===== src/rtl/psram_data_bridge.sv =====
// ============================================================================
// psram_data_bridge
// ----------------------------------------------------------------------------
// Connects the rv32i memory-access stage to a 16-bit cellular PSRAM
// controller. One 32-bit load or store is accepted at a time and split into
// up to two halfword transactions (low half first, then high half). Halves
// with no enabled bytes are skipped entirely. Read halfwords are reassembled
// into a 32-bit word, and a one-cycle completion pulse ends the access. A
// transaction that waits longer than TIMEOUT_CYCLES is abandoned, and the
// access completes with an error pulse.
//
// Ports
//   clk, reset_n        core clock, asynchronous active-low reset
//   req_valid           access request, held stable until req_ready
//   req_we              1 = store, 0 = load
//   req_addr[31:0]      byte address; bits [22:2] select the word
//   req_wdata[31:0]     lane-aligned store data
//   req_be[3:0]         lane-aligned byte enables
//   req_ready           one-cycle completion pulse
//   req_err             pulses with req_ready when the access timed out
//   rdata[31:0]         load data, valid with req_ready, held until next
//   stall               req_valid & ~req_ready, freezes the core pipeline
//   ps_addr[21:0]       halfword address {word, half}
//   ps_write_en         single-cycle write command
//   ps_read_en          single-cycle read command
//   ps_data_in[15:0]    write halfword
//   ps_write_high_byte  byte strobe, bits [15:8] of the halfword
//   ps_write_low_byte   byte strobe, bits [7:0] of the halfword
//   ps_read_avail       read data valid pulse from the controller
//   ps_data_out[15:0]   read halfword from the controller
//   ps_busy             controller busy
// ============================================================================
module psram_data_bridge #(
    parameter int TIMEOUT_CYCLES = 1023
) (
    input  logic        clk,
    input  logic        reset_n,
    input  logic        req_valid,
    input  logic        req_we,
    input  logic [31:0] req_addr,
    input  logic [31:0] req_wdata,
    input  logic [3:0]  req_be,
    output logic        req_ready,
    output logic        req_err,
    output logic [31:0] rdata,
    output logic        stall,
    output logic [21:0] ps_addr,
    output logic        ps_write_en,
    output logic        ps_read_en,
    output logic [15:0] ps_data_in,
    output logic        ps_write_high_byte,
    output logic        ps_write_low_byte,
    input  logic        ps_read_avail,
    input  logic [15:0] ps_data_out,
    input  logic        ps_busy
);

    typedef enum logic [2:0] {
        S_IDLE, S_ISSUE_LO, S_WAIT_LO, S_ISSUE_HI, S_WAIT_HI, S_DONE, S_ERR
    } state_t;

    // Terminal count of the per-transaction wait counter (11-bit counter).
    localparam logic [10:0] C_WAIT_LAST = 11'(TIMEOUT_CYCLES - 1);

    state_t      r_state;
    logic        r_we;
    logic [20:0] r_word_addr;
    logic [31:0] r_wdata;
    logic [3:0]  r_be;
    logic [31:0] r_shadow;
    logic [10:0] r_cnt;

    logic        w_we;
    logic [20:0] w_word_addr;
    logic [31:0] w_wdata;
    logic [3:0]  w_be;
    logic        w_lo_needed;
    logic        w_hi_needed;
    logic        w_cmd_hi;
    logic        w_pulsing;
    logic        w_wait_done;
    logic [1:0]  w_rd_be;
    logic [15:0] w_rd_masked;
    logic [31:0] w_shadow_next;
    logic        w_fire;
    logic        w_unused_addr_bits;

    assign stall = req_valid & ~req_ready;

    // Address bits outside the word index are intentionally ignored.
    assign w_unused_addr_bits = ^{req_addr[31:23], req_addr[1:0]};

    // In IDLE the request is not latched yet, so a command issued on the
    // accept edge must take its fields straight from the request port.
    assign w_we        = (r_state == S_IDLE) ? req_we          : r_we;
    assign w_word_addr = (r_state == S_IDLE) ? req_addr[22:2]  : r_word_addr;
    assign w_wdata     = (r_state == S_IDLE) ? req_wdata       : r_wdata;
    assign w_be        = (r_state == S_IDLE) ? req_be          : r_be;
    assign w_lo_needed = |w_be[1:0];
    assign w_hi_needed = |w_be[3:2];

    // Half targeted by a command fired this cycle: only IDLE (skipping an
    // empty low half) and ISSUE_LO can target the low half.
    assign w_cmd_hi  = (r_state == S_IDLE) ? ~w_lo_needed : (r_state != S_ISSUE_LO);
    assign w_pulsing = ps_write_en | ps_read_en;

    // Stores ignore busy on the first wait cycle: the controller only raises
    // busy the cycle after it sees the command.
    assign w_wait_done = r_we ? ((r_cnt != 11'd0) && !ps_busy) : ps_read_avail;

    assign w_rd_be     = (r_state == S_WAIT_HI) ? r_be[3:2] : r_be[1:0];
    assign w_rd_masked = {ps_data_out[15:8] & {8{w_rd_be[1]}},
                          ps_data_out[7:0]  & {8{w_rd_be[0]}}};

    // NOTE: every signal assigned in always_comb gets a default first so
    // that no path leaves it unassigned and infers a latch.
    always_comb begin
        w_shadow_next = r_shadow;
        if (!r_we && ps_read_avail) begin
            if (r_state == S_WAIT_LO) w_shadow_next[15:0]  = w_rd_masked;
            if (r_state == S_WAIT_HI) w_shadow_next[31:16] = w_rd_masked;
        end
    end

    // Command pulses are registered, so the decision to fire is made one
    // cycle ahead of the pulse, using the busy flag sampled in that cycle.
    always_comb begin
        w_fire = 1'b0;
        case (r_state)
            S_IDLE:     w_fire = req_valid & (w_lo_needed | w_hi_needed) & ~ps_busy;
            S_ISSUE_LO,
            S_ISSUE_HI: w_fire = ~w_pulsing & ~ps_busy;
            S_WAIT_LO:  w_fire = w_wait_done & w_hi_needed & ~ps_busy;
            default:    w_fire = 1'b0;
        endcase
    end

    // NOTE: sequential state uses non-blocking assignments only, so every
    // register samples pre-edge values regardless of statement order.
    always_ff @(posedge clk or negedge reset_n) begin
        if (!reset_n) begin
            r_state            <= S_IDLE;
            r_we               <= 1'b0;
            r_word_addr        <= '0;
            r_wdata            <= '0;
            r_be               <= '0;
            r_shadow           <= '0;
            r_cnt              <= '0;
            req_ready          <= 1'b0;
            req_err            <= 1'b0;
            rdata              <= '0;
            ps_addr            <= '0;
            ps_write_en        <= 1'b0;
            ps_read_en         <= 1'b0;
            ps_data_in         <= '0;
            ps_write_high_byte <= 1'b0;
            ps_write_low_byte  <= 1'b0;
        end else begin
            ps_write_en <= 1'b0;
            ps_read_en  <= 1'b0;
            req_ready   <= 1'b0;
            req_err     <= 1'b0;

            if (w_fire) begin
                ps_addr            <= {w_word_addr, w_cmd_hi};
                ps_data_in         <= w_cmd_hi ? w_wdata[31:16] : w_wdata[15:0];
                ps_write_high_byte <= w_cmd_hi ? w_be[3] : w_be[1];
                ps_write_low_byte  <= w_cmd_hi ? w_be[2] : w_be[0];
                ps_write_en        <= w_we;
                ps_read_en         <= ~w_we;
            end

            case (r_state)
                S_IDLE: begin
                    if (req_valid) begin
                        r_we        <= req_we;
                        r_word_addr <= req_addr[22:2];
                        r_wdata     <= req_wdata;
                        r_be        <= req_be;
                        r_shadow    <= '0;
                        if (w_lo_needed) begin
                            r_state <= S_ISSUE_LO;
                        end else if (w_hi_needed) begin
                            r_state <= S_ISSUE_HI;
                        end else begin
                            r_state   <= S_DONE;
                            req_ready <= 1'b1;
                            rdata     <= '0;
                        end
                    end
                end
                S_ISSUE_LO, S_ISSUE_HI: begin
                    // The pulse is on the bus this cycle; move on to wait.
                    if (w_pulsing) begin
                        r_state <= (r_state == S_ISSUE_LO) ? S_WAIT_LO : S_WAIT_HI;
                        r_cnt   <= '0;
                    end
                end
                S_WAIT_LO, S_WAIT_HI: begin
                    r_shadow <= w_shadow_next;
                    if (w_wait_done) begin
                        if (r_state == S_WAIT_LO && w_hi_needed) begin
                            r_state <= S_ISSUE_HI;
                        end else begin
                            r_state   <= S_DONE;
                            req_ready <= 1'b1;
                            rdata     <= w_shadow_next;
                        end
                    end else if (r_cnt == C_WAIT_LAST) begin
                        r_state   <= S_ERR;
                        req_ready <= 1'b1;
                        req_err   <= 1'b1;
                        rdata     <= r_shadow;
                    end else begin
                        r_cnt <= r_cnt + 11'd1;
                    end
                end
                S_DONE, S_ERR: r_state <= S_IDLE;
                default:       r_state <= S_IDLE;
            endcase
        end
    end

endmodule


===== config.mk =====
export PLATFORM = sky130hd
export DESIGN_NAME = psram_data_bridge
export DESIGN_NICKNAME = d
export VERILOG_FILES = /design/src/rtl/psram_data_bridge.sv
export SDC_FILE = /design/constraint.sdc
export NUM_CORES = 1
export LEC_CHECK = 0
export BUFFER_PORTS_ARGS = -buffer_cell sky130_fd_sc_hd__buf_2
export CAP_MARGIN = 20
export CORE_ASPECT_RATIO = 2
export CORE_MARGIN = 10
export CORE_UTILIZATION = 30
export DETAILED_ROUTE_END_ITERATION = 16
export GPL_ROUTABILITY_DRIVEN = 0
export HOLD_SLACK_MARGIN = 0.08
export PLACE_DENSITY = 0.53
export SYNTH_ARGS = -nofsm -noshare
export SYNTH_HDL_FRONTEND = slang
export SYNTH_SLANG_ARGS = --single-unit

===== constraint.sdc =====
create_clock -name clk -period 7.7 [get_ports clk]
set_input_delay 0 -clock clk [delete_from_list [all_inputs] [get_ports clk]]
set_output_delay 0 -clock clk [all_outputs]
set_load 0.05 [all_outputs]

==> metrics.cfg <==
[synth]
ys_seq_area_share_pct = 53.8
synth_seq_cells = 180
synthCells = 597
synth.cell_area_sq_mm = 0.00837
yosysWarningCount = 0
synth.avg_cell_area_sq_um = 14.0
synth_fp_nets = 690
synth.distinct_cells = 51

[drt]
dr.pass1.iters = 4
drc = 0
num_vias = 5765
drtIter0Drc = 234
vias_per_cell = 4.87
routed_wl_mm = 22.8
post_drt_wl_per_cell_um = 19.2
ant_nets = 0

[critical_path]
cp-end-kind = flip-flop
crit_family = simple AND/OR/NAND/NOR gates
reg2reg_depth = 7
r2r_start = r_state[0]
r2r_slack_ps = 4480
arrival_ps = 3550
crit_chain = nor3_2 -> and2_2 -> buf_4 -> and3_1 -> a31oi_4 -> buf_4 -> mux2_4
worstPathRequired_ps = 8030
cpMostUsedCell = buf_4
cp_slowest_cell = and2_2
critical_path.max_stage_delay_ps = 680
path_buf_inv = 2
path_max_fanout = 33
r2r-end = rdata[15]
crit_type = reg -> reg
cp-start-kind = flip-flop

[final_layout]
layout.cells.most_common_list = 180 x dfrtp_1, 154 x buf_2, 86 x mux2_2
layout_commonest_cell = dfrtp_1
design_area_sq_mm = 0.0108
syn_to_final_growth_pct = 29.0
fin_nets = 912
antenna_cells = 0
drive_gt1_share_pct = 43.6
fillCellCount = 2670

[clock_network]
cts_root_buffer = clkbuf_16
h-tree-depth = 4
clkLatencyLatePin_ps = 440
clock_sinks = 180
cts_tree = built
numCtsBuffers = 17
cts_max_path_buffers = 2
path_clk_slew_ps = 70
post_cts_resize_count = 0

[min_path]
worst_hold_startpoint = ps_busy
min_path_cells = 6
hold_class = in -> reg
whs_endpoint = r_state[0]

[sta]
hold_viol_final = 0
tightest_slew_ps = 970
whs_ps = 133
max_freq_ghz = 0.310
fin_crit_ps = 3220
setup_viol = 0
rsz0062_at_grt = false
fin_skew_ps = 12.2
maxSlewViolCount = 0
tns_ps = 0
finalCritPeriodShare_pct = 41.9
maxSlewHeadroom_pct = 35.3

[grt]
grt_use_met3_pct = 3.39
grt_start_max_net_pins = 117
track_usage_pct = 12.9
grt_pass1_wl_mm = 36.6
antenna_found_initial = 0
grt-ovfl-total = 0
first_global_vias = 6440
gr-usage-met2_pct = 22.9
grtUsageMet1_pct = 14.0
top_usage_layer = met2

[run]
maxCapViolCount = 0

[power_and_ir_drop]
p_sw_share_pct = 41.8
pwr_density_cell_mw_per_mm2 = 441
pwr-share-comb_pct = 48.3
p_int_w = 0.00278
p_seq_share_pct = 33.8
clock_power_share_pct = 17.9
p_sw_w = 0.00199
peakVddDrop_v = 0.000176
p_leak_nw = 5.04

[die]
io_pins = 167
die_area_sq_mm = 0.0354
die_x_um = 138
fp.dieH_um = 256
core.rowCount = 86
fp.coreArea_sq_mm = 0.0275
initial_core_util_pct = 30.4

[placement]
io_buffers = 155
postPlaceCellArea_sq_mm = 0.00948
dp_hpwl_mm = 15.7

[run_status]
status = complete, no violations

-- kinds of logic after synthesis --
logic type	share of synthesized area, %
mux	26.3
compound gates	9.99
buf+inv	2.53
simple gates	6.95
fa+ha+maj	0.448
flops	53.8
-- flip-flops by register name, indices dropped and copies added (netlist names) --
register	cells
r_be	4
r_cnt	11
r_state	3
r_word_addr	21
r_we	1
ps_write_low_byte	1
req_err	1
req_ready	1
ps_write_en	1
r_wdata	32
rdata	32
ps_addr	22
ps_read_en	1
ps_data_in	16
r_shadow	32
ps_write_high_byte	1
-- layout make-up --
| cell class | count | area [sq um] | share of cell area [%] |
|---|---|---|---|
| sequential | 180 | 4500 | 41.7 |
| inverter | 3 | 11.3 | 0.104 |
| clock inverter | 13 | 113 | 1.04 |
| clock buffer | 19 | 453 | 4.19 |
| timing repair buffer | 240 | 1610 | 14.9 |
| tap | 352 | 440 | 4.08 |
| multi-input combinational | 377 | 3670 | 34.0 |
-- how the worst max path moves through the flow --
stage,start,to,slack [ps],cells past startpoint
after CTS,r_state[0],rdata[15],4420,7
after floorplan,r_cnt[0],rdata[0],5210,8
after detailed placement,r_state[0],rdata[8],4430,7
final,r_state[0],rdata[15],4480,7
after global placement,r_state[0],rdata[14],4440,7
after global routing,r_state[0],rdata[8],4280,7
-- worst register-to-register path: cells and delay by family, from the launching register on --
family          cells  cell delay, ps
compound gates      1              40
flops               1             560
buf+inv             2             900
simple gates        3            1240
mux                 1             370
-- metrics by stage --
stage | utilization, % | worst slack [ps] | power [W] | instances
6_report | 39.2 | 4480 | 0.00476 | 1184
5_1_grt | 39.2 | 4280 | 0.00506 | 1184
4_1_cts | 39.2 | 4420 | 0.00484 | 1184
3_5_place_dp | 34.4 | 4430 | 0.00393 | 1076
3_3_place_gp | 34.4 | 4440 | 0.00390 | 1076
2_1_floorplan | - | 5210 | 0.00338 | 597
-- power by group through the flow --
stage | Combinational, W | Clock [W] | Sequential [W]
final | 0.00230 | 0.000851 | 0.00161
after global routing | 0.00247 | 0.000921 | 0.00167
after CTS | 0.00234 | 0.000886 | 0.00161
after detailed placement | 0.00231 | 0 | 0.00163
after global placement | 0.00228 | 0 | 0.00162
after floorplan | 0.00132 | 0 | 0.00206
-- routing by layer --
layer	up-vias	routed length [um]
met1	2907	8940
met3	33	1030
li1	2676	-
met2	149	12200
met5	-	0
met4	0	549
-- synth_stat cells, drive strengths merged --
cell type,number,share of area (%)
o221ai,2,0.42
o32ai,1,0.10
nand2,41,1.8
o21ai,3,0.18
dfrtp,180,54
o31a,1,0.10
o21a,1,0.090
mux2i,12,1.4
a21o,1,0.090
nor3b,2,0.18
and3,5,0.39
nor2b,6,0.45
inv,3,0.13
o2bb2ai,16,1.7
and2,3,0.24
and4,4,0.43
nor3,5,0.30
a31o,1,0.10
a22oi,17,1.5
nand2b,5,0.37
clkbuf,21,0.94
or3,3,0.22
or3b,2,0.21
a31oi,4,0.66
and4b,1,0.12
nor4b,1,0.10
nand3,6,0.36
or4b,1,0.12
buf,16,1.4
o41a,1,0.13
o22ai,4,0.30
ha,3,0.45
or2,1,0.075
o41ai,1,0.33
nand4,5,0.37
nor2,15,0.67
a21oi,11,0.66
mux4,16,4.3
o31ai,3,0.27
or4,5,0.49
mux2,136,21
a22o,32,3.3
-- what timing repair did --
item | CTS | global route
setup endpoints to repair | 0 | 0
setup buffers | 0 | 0
endpoints found under the hold margin | 279 | 0
hold buffers | 76 | 0
Note: power is estimated with default switching activity, not from simulation.
